`config.mk`:
```
export PLATFORM = sky130hd
export DESIGN_NAME = audio_source_arbiter
export DESIGN_NICKNAME = d
export VERILOG_FILES = /design/src/rtl/audio_source_arbiter.sv
export SDC_FILE = /design/constraint.sdc
export NUM_CORES = 1
export LEC_CHECK = 0
export CORE_MARGIN = 1
export CORE_UTILIZATION = 35
export DETAILED_ROUTE_END_ITERATION = 12
export PLACE_DENSITY = 0.82
export REMOVE_ABC_BUFFERS = 1
export SLEW_MARGIN = 20
export SYNTH_ARGS = -nofsm -noshare
export SYNTH_HDL_FRONTEND = slang
export SYNTH_SLANG_ARGS = --single-unit
```
`constraint.sdc`:
```
create_clock -name clk -period 3.6 [get_ports clk]
set_input_delay 0.54 -clock clk [delete_from_list [all_inputs] [get_ports clk]]
set_output_delay 0.54 -clock clk [all_outputs]
set_load 0.1 [all_outputs]
```
`src/rtl/audio_source_arbiter.sv`:
```
// audio_source_arbiter
// Two-source frame arbiter in front of the I2S sample FIFO write port.
// Source 0 is the sine generator, source 1 the processor sample stream.
// Whole stereo frames are granted by fixed priority or round-robin, the
// winner is captured in a single output register, and accepted frames are
// counted per source for software status.
module audio_source_arbiter #(
  parameter int BW = 48,
  parameter int CW = 16
) (
  input  logic          clk,
  input  logic          rst,
  input  logic [1:0]    cfg_src_en,
  input  logic          cfg_rr,
  input  logic          cfg_clr_cnt,
  input  logic [BW-1:0] s0_data,
  input  logic          s0_valid,
  output logic          s0_ready,
  input  logic [BW-1:0] s1_data,
  input  logic          s1_valid,
  output logic          s1_ready,
  output logic [BW-1:0] m_data,
  output logic          m_valid,
  input  logic          m_ready,
  output logic          grant,
  output logic [CW-1:0] cnt0,
  output logic [CW-1:0] cnt1
);

  // Registered state: output stage, last granted source, frame counters.
  logic [BW-1:0] r_m_data;
  logic          r_m_valid;
  logic          r_grant;
  logic          r_last;
  logic [CW-1:0] r_cnt0;
  logic [CW-1:0] r_cnt1;

  // Combinational arbitration signals.
  logic w_elig0;
  logic w_elig1;
  logic w_free;
  logic w_winner;
  logic w_acc0;
  logic w_acc1;
  logic w_acc;

  assign w_elig0 = s0_valid & cfg_src_en[0];
  assign w_elig1 = s1_valid & cfg_src_en[1];

  // The output slot can take a new frame when empty or when it drains
  // this same cycle, which gives one frame per cycle under full flow.
  assign w_free = ~r_m_valid | m_ready;

  // Pick the winning source index from the eligible set.
  always_comb begin
    // NOTE: default assignment first so no path leaves w_winner unassigned
    // (otherwise a latch is inferred).
    w_winner = 1'b0;
    if (w_elig0 && w_elig1) begin
      w_winner = cfg_rr ? ~r_last : 1'b0;
    end else if (w_elig1) begin
      w_winner = 1'b1;
    end
  end

  // Readies depend only on valids, config, m_ready and registered state;
  // nothing from the data path feeds back into them. Both are held low
  // during reset so no frame is taken while the block is being cleared.
  assign s0_ready = ~rst & w_free & w_elig0 & ~w_winner;
  assign s1_ready = ~rst & w_free & w_elig1 &  w_winner;

  assign w_acc0 = s0_valid & s0_ready;
  assign w_acc1 = s1_valid & s1_ready;
  assign w_acc  = w_acc0 | w_acc1;

  // Output register: capture the accepted frame, or empty on drain.
  always_ff @(posedge clk) begin
    // NOTE: non-blocking assignments for all sequential state so every
    // register samples pre-edge values regardless of statement order.
    if (rst) begin
      r_m_data  <= '0;
      r_m_valid <= 1'b0;
      r_grant   <= 1'b0;
      r_last    <= 1'b1;
    end else if (w_acc) begin
      r_m_data  <= w_acc1 ? s1_data : s0_data;
      r_m_valid <= 1'b1;
      r_grant   <= w_acc1;
      r_last    <= w_acc1;
    end else if (r_m_valid && m_ready) begin
      r_m_valid <= 1'b0;
    end
  end

  // Per-source accepted-frame counters; a clear pulse beats an increment.
  always_ff @(posedge clk) begin
    if (rst || cfg_clr_cnt) begin
      r_cnt0 <= '0;
      r_cnt1 <= '0;
    end else begin
      if (w_acc0) r_cnt0 <= r_cnt0 + 1'b1;
      if (w_acc1) r_cnt1 <= r_cnt1 + 1'b1;
    end
  end

  assign m_data  = r_m_data;
  assign m_valid = r_m_valid;
  assign grant   = r_grant;
  assign cnt0    = r_cnt0;
  assign cnt1    = r_cnt1;

endmodule

```
==> results.sh <==
export IMPL_status="finished, final reports clean"
export IMPL_diodes=0
export IMPL_holdCritStartpoint="cnt1[12]"
export IMPL_drive_gt1_frac=0.0597
export IMPL_crit_path_end_kind="primary output"
export IMPL_yosysTopAreaCellShare=0.479
export IMPL_max_clock_freq_mhz=357
export IMPL_critical_path_required_ns=3.06
export IMPL_design_die_area_sq_um=10300
export IMPL_path_clk_slew_ns=0.09
export IMPL_relSlewSlack=0.325
export IMPL_crit_fanout=22
export IMPL_grt_pass1_vias=3707
export IMPL_critPathLaunchType="input port"
export IMPL_min_period_ns=2.80
export IMPL_synth_edf_count=0
export IMPL_whs_endpoint="cnt1[12]"
export IMPL_whs_path_depth=2
export IMPL_start_util=0.368
export IMPL_clk_latency_ns=0.34
export IMPL_grt_max_degree=49
export IMPL_core_area_sq_um=9420
export IMPL_fin_crit_sh=0.779
export IMPL_post_dp_cell_area_sq_um=5460
export IMPL_ys_types=42
export IMPL_gr_usage_met1=0.260
export IMPL_drtIter0Drc=285
export IMPL_crit_arrival_ns=2.26
export IMPL_pin_count=189
export IMPL_synth_cells=375
export IMPL_whs_ns=0.500
export IMPL_antenna_found_initial=0
export IMPL_nets=657
export IMPL_synth_top_cell_by_area="dfxtp_1"
export IMPL_num_fill_cells=799
export IMPL_dp_slack_ns=0.822
export IMPL_grt_use_met3=0.0676
export IMPL_die_w_um=102
export IMPL_syn_to_final_growth_pct=62.9
export IMPL_busiest_layer="met2"
export IMPL_synthFlopType="dfxtp_1"
export IMPL_finalMaxSlewViolations=0
export IMPL_final_cells=682
export IMPL_min_path_type="reg -> reg"
export IMPL_r2r_end="m_data[37]"
export IMPL_grt_usage=0.224
export IMPL_final_area_sq_um=5650
export IMPL_cts_sinks=83
export IMPL_wire_per_inst_um=17.3
export IMPL_finalHoldViolations=0
export IMPL_dpl_hpwl_mm=8.41
export IMPL_drt_pass1_iterations=8
export IMPL_reg2reg_from="r_last"
export IMPL_ys_seq_area_frac=0.479
export IMPL_dpl_cell_count=668
export IMPL_pwr_density_cell_nw_per_um2=382
export IMPL_rows=35
export IMPL_routed_wl_mm=11.8
export IMPL_rr_worst_depth=7
export IMPL_yosysWarnings=0
export IMPL_worst_clock_skew_ns=0.0123
export IMPL_setup_viol=0
export IMPL_vias=3854
export IMPL_cts_max_level=3
export IMPL_ir_worst_vdd_uv=212
export IMPL_synth_avg_cell_area_sq_um=9.25
export IMPL_via_per_inst=5.65
export IMPL_ctsResizeCount=0
export IMPL_cts_buffers=9
export IMPL_syn_cell_area_sq_um=3470
export IMPL_crit_type="in -> out"
export IMPL_postCtsHoldBufs=0
export IMPL_rrSetupSlack_ns=1.52
export IMPL_worst_slack_ns=0.797
export IMPL_drv_cap=0
export IMPL_gr_total_overflow=0
export IMPL_use_met2=0.392
export IMPL_gp_congestion=0.804
export IMPL_ant_nets=0
export IMPL_drc=0
export IMPL_setup_tns_ns=0
export IMPL_dieHeight_um=102
export IMPL_synth_async_sr_flop_share=0
export IMPL_synth_seq_cells=83
export IMPL_synth_area_leaders="dfxtp_1, a222oi_1, nor2_1, a21oi_1, o31ai_1"
export IMPL_clock_root_buffer="clkbuf_8"
export IMPL_multi_input_area_sq_um=1670
export IMPL_cts_tree="built"
export IMPL_p_leak_nw=1.92
export IMPL_portBuffers=188
export IMPL_worst_slew_pin_slew_ns=1.01
export IMPL_clockBufferDepth=2
export IMPL_grt_pass1_wl_mm=18.1
export IMPL_regArea_sq_um=1660
export IMPL_postCtsSetupRepairBufs=0
export IMPL_rsz0062_at_grt="no"
-- cells in the final DEF (no fill, tap or decap), types with 13 or more instances in the layout --
cell type	n
or4_1	18
clkdlybuf4s50_1	185
a222oi_1	44
a21oi_1	31
nand3_1	13
nand2_1	20
dfxtp_1	83
nor2_1	50
o31ai_1	18
-- cells in the mapped netlist (2+ instances only) --
library cell,count
inv_2,2
clkbuf_1,26
mux2i_1,5
and3_1,5
nor2_1,50
ha_1,2
nand4_1,7
and4_1,2
o211ai_1,2
or3_1,7
o31ai_1,18
a222oi_1,44
and2_1,3
nand2_1,20
buf_2,3
o21ai_0,10
or4_1,18
xnor2_1,2
a21oi_1,31
dfxtp_1,83
nand3_1,13
a31o_2,2
-- final cells by class --
cell class	instances	share of cell area
clock inverters	4	0.00908
repair buffers	195	0.345
well taps	129	0.0286
clock buffers	10	0.0244
multi-input cells	257	0.296
flip-flops and latches	83	0.294
inverters	4	0.00266
-- worst max-delay path, cell delays in order --
cell             delay (ns)
clkdlybuf4s50_1        0.48
and2_0                 0.27
o2111ai_2              0.17
buf_4                  0.22
inv_2                  0.35
buf_12                 0.23
-- layer usage --
metal | up-vias | wire length [um]
met4 | 0 | 205
met3 | 15 | 988
met1 | 1843 | 4700
met2 | 163 | 5900
li1 | 1833 | -
met5 | - | 0
-- power breakdown --
group,switching (mW),internal [mW],total (mW)
sequential,0.0180,0.949,0.967
clock,0.332,0.334,0.665
combinational,0.336,0.193,0.529
-- per-stage QoR --
stage,util,power (mW)
after detailed placement,0.580,1.51
after CTS,0.600,2.17
after global routing,0.600,2.24
after floorplan,-,1.29
after global placement,0.580,1.51
final,0.600,2.16
-- sequential cells by signal, indices dropped and copies added, names as in the netlist --
signal / flops
m_data: 48
cnt0: 16
cnt1: 16
grant: 1
m_valid: 1
r_last: 1
-- logic make-up after synthesis --
group / after synthesis / share of synthesized area
compound gates: 114 / 0.253
xor+xnor: 2 / 0.00505
fa+ha+maj: 2 / 0.00721
buf+inv: 35 / 0.0393
flops: 83 / 0.479
mux: 5 / 0.0144
simple gates: 134 / 0.202
-- how the worst max path moves through the flow --
stage	from	end	slack [ns]	cells after the start
6_report	cfg_src_en[1]	s1_ready	0.80	6
5_1_grt	cfg_src_en[1]	s1_ready	0.67	6
4_1_cts	cfg_src_en[1]	s1_ready	0.83	6
3_5_place_dp	s0_valid	m_data[36]	0.82	8
3_3_place_gp	s1_valid	s1_ready	0.86	6
2_1_floorplan	m_valid	m_data[0]	-0.42	5
(Power assumes the default switching activity.)
==> patch, RTL diff (same flow settings) <==
Make the reset (`rst`) asynchronous in one clocked block.
--- a/src/rtl/audio_source_arbiter.sv
+++ b/src/rtl/audio_source_arbiter.sv
@@ -76,3 +76,3 @@
   // Output register: capture the accepted frame, or empty on drain.
-  always_ff @(posedge clk) begin
+  always_ff @(posedge clk or posedge rst) begin
     // NOTE: non-blocking assignments for all sequential state so every
Behaviour: differs if rst is asserted again (counterexample within 4 cycles, from zero or initial values and one cycle with rst high); with rst held inactive, the same outputs for 10 cycles.
==> patch against the unedited design <==
- routed wire length fell by 5.7%
- critical path type unchanged
- sequential share of layout area increased by 3.1 points
- area after synthesis is 6.4% higher
- synthesized cell count fell by 1.9%
- cell count up 0.73%
- hold slack lost 0.028 ns
- sequential cell count unchanged
- highest routed layer unchanged
- setup slack got worse by 0.20 ns
- cell area increased by 4.5%
Power is not compared: it rests on default switching activity, and its combinational part moved more than twofold at a synthesized area within 25%.
==> patch: results (changes against the unedited design) <==
* Post-place setup slack at 0.503 ns (-0.318 ns)
* Share of cells above drive strength 1 at 0.0490 (-0.0107)
* Diode count at 0 (unchanged)
* Fillers at 915 (+15%)
* Layout Nets at 653 (-0.61%)
* Synth area leaders: dfrtp_1 34%, dfxtp_1 17%, a222oi_1 13%, inv_1 5.3%, a21oi_1 3.3%
* Worst path max stage delay at 0.71 ns (+0.23 ns)
* Met2 GRT Util at 0.338 (-0.0542)
* Via count at 3766 (-2.3%)
* First-pass GRT wire length at 17800 µm (-1.6%)
* Post-synthesis xor/xnor area fraction at 0.00475 (-0.000305)
* Met3 WL at 1040 µm (+5.0%)
* Cts bufs inserted at 9 (unchanged)
* Clk_skew at 0.00967 ns (-0.00258 ns)
* Drt first pass iters at 6 (-2)
* CP arrival at 2.46 ns (+0.20 ns)
* Seq/Total Area, Yosys at 0.520 (+0.0406)
* Vias in the first global route at 3648 (-1.6%)
* Synth top cells by count: 52 x inv_1, 50 x dfrtp_1, 48 x a222oi_1
* Fin cells at 687 (+0.73%)
* Yosys cell types at 39 (-7.1%)
* CP Max Fanout at 27 (+23%)
* M1 wire length at 4680 µm (-0.36%)
* Placed Cells at 671 (+0.45%)
* Outcome: finished, final reports clean
* Placed Area at 0.00570 mm² (+4.4%)
* GR Util met1 at 0.245 (-0.0145)
* Setup bufs post-CTS at 0 (unchanged)
* Mux share of post-synthesis cell area at 0.0136 (-0.000871)
* Worst-Margin Slew at 1.02 ns (+0.00890 ns)
* H-tree Lvls at 3 (unchanged)
* Compound-Gate Fraction of Synth Area at 0.215 (-0.0379)
* Post-synthesis adder-cell area fraction at 0.00678 (-0.000435)
* Met2 wire len at 5180 µm (-12%)
* Largest net degree at the start of global routing at 59 (+20%)
* Worst-path clk slew at 0.08 ns
* Synthesized area per cell at 10.0 µm² (+8.4%)
* Synth Flop Type: dfrtp_1
* Routed wire length at 11100 µm (-5.7%)
* Total GRT Usage at 0.204 (-0.0205)
* Initial DRC count at 379 (+33%)
* Routability cong. at 0.834 (+3.7%)
* Async SR Flop Fraction at 0.614 (+0.614)
* Met3 Use GR at 0.0630 (-0.00463)
* Post-DP HPWL at 7840 µm (-6.7%)
[patch: path summary, 6_finish.rpt]
| check | from | end | slack (ns) | cells after the start |
|---|---|---|---|---|
| worst max-delay path | rst | s1_ready | 0.60 | 4 |
| worst min-delay path | cnt0[15] | cnt0[15] | 0.47 | 2 |
| worst max register to register | r_last | m_data[3] | 1.00 | 6 |
| worst min register to register | cnt0[15] | cnt0[15] | 0.47 | 2 |
| max in group asynchronous | rst | m_data[15] | 2.17 | 3 |
| min in group asynchronous | rst | m_valid | 0.95 | 3 |
[patch: power by group through the flow]
stage	clock network [µW]	registers, µW	logic (µW)
after detailed placement	0	1130	1480
after global routing	784	1140	1510
final	717	1120	1470
after CTS	744	1120	1480
after floorplan	0	1990	174
after global placement	0	1130	1460
[patch: final cells by class]
cell class,count,area (µm²),share of cell area
timing repair buffer,192,1940,0.329
clock buffer,10,128,0.0216
tap,136,170,0.0288
inverter,54,203,0.0343
clock inverter,6,80.1,0.0136
sequential,83,1920,0.325
multi-input combinational,206,1460,0.247
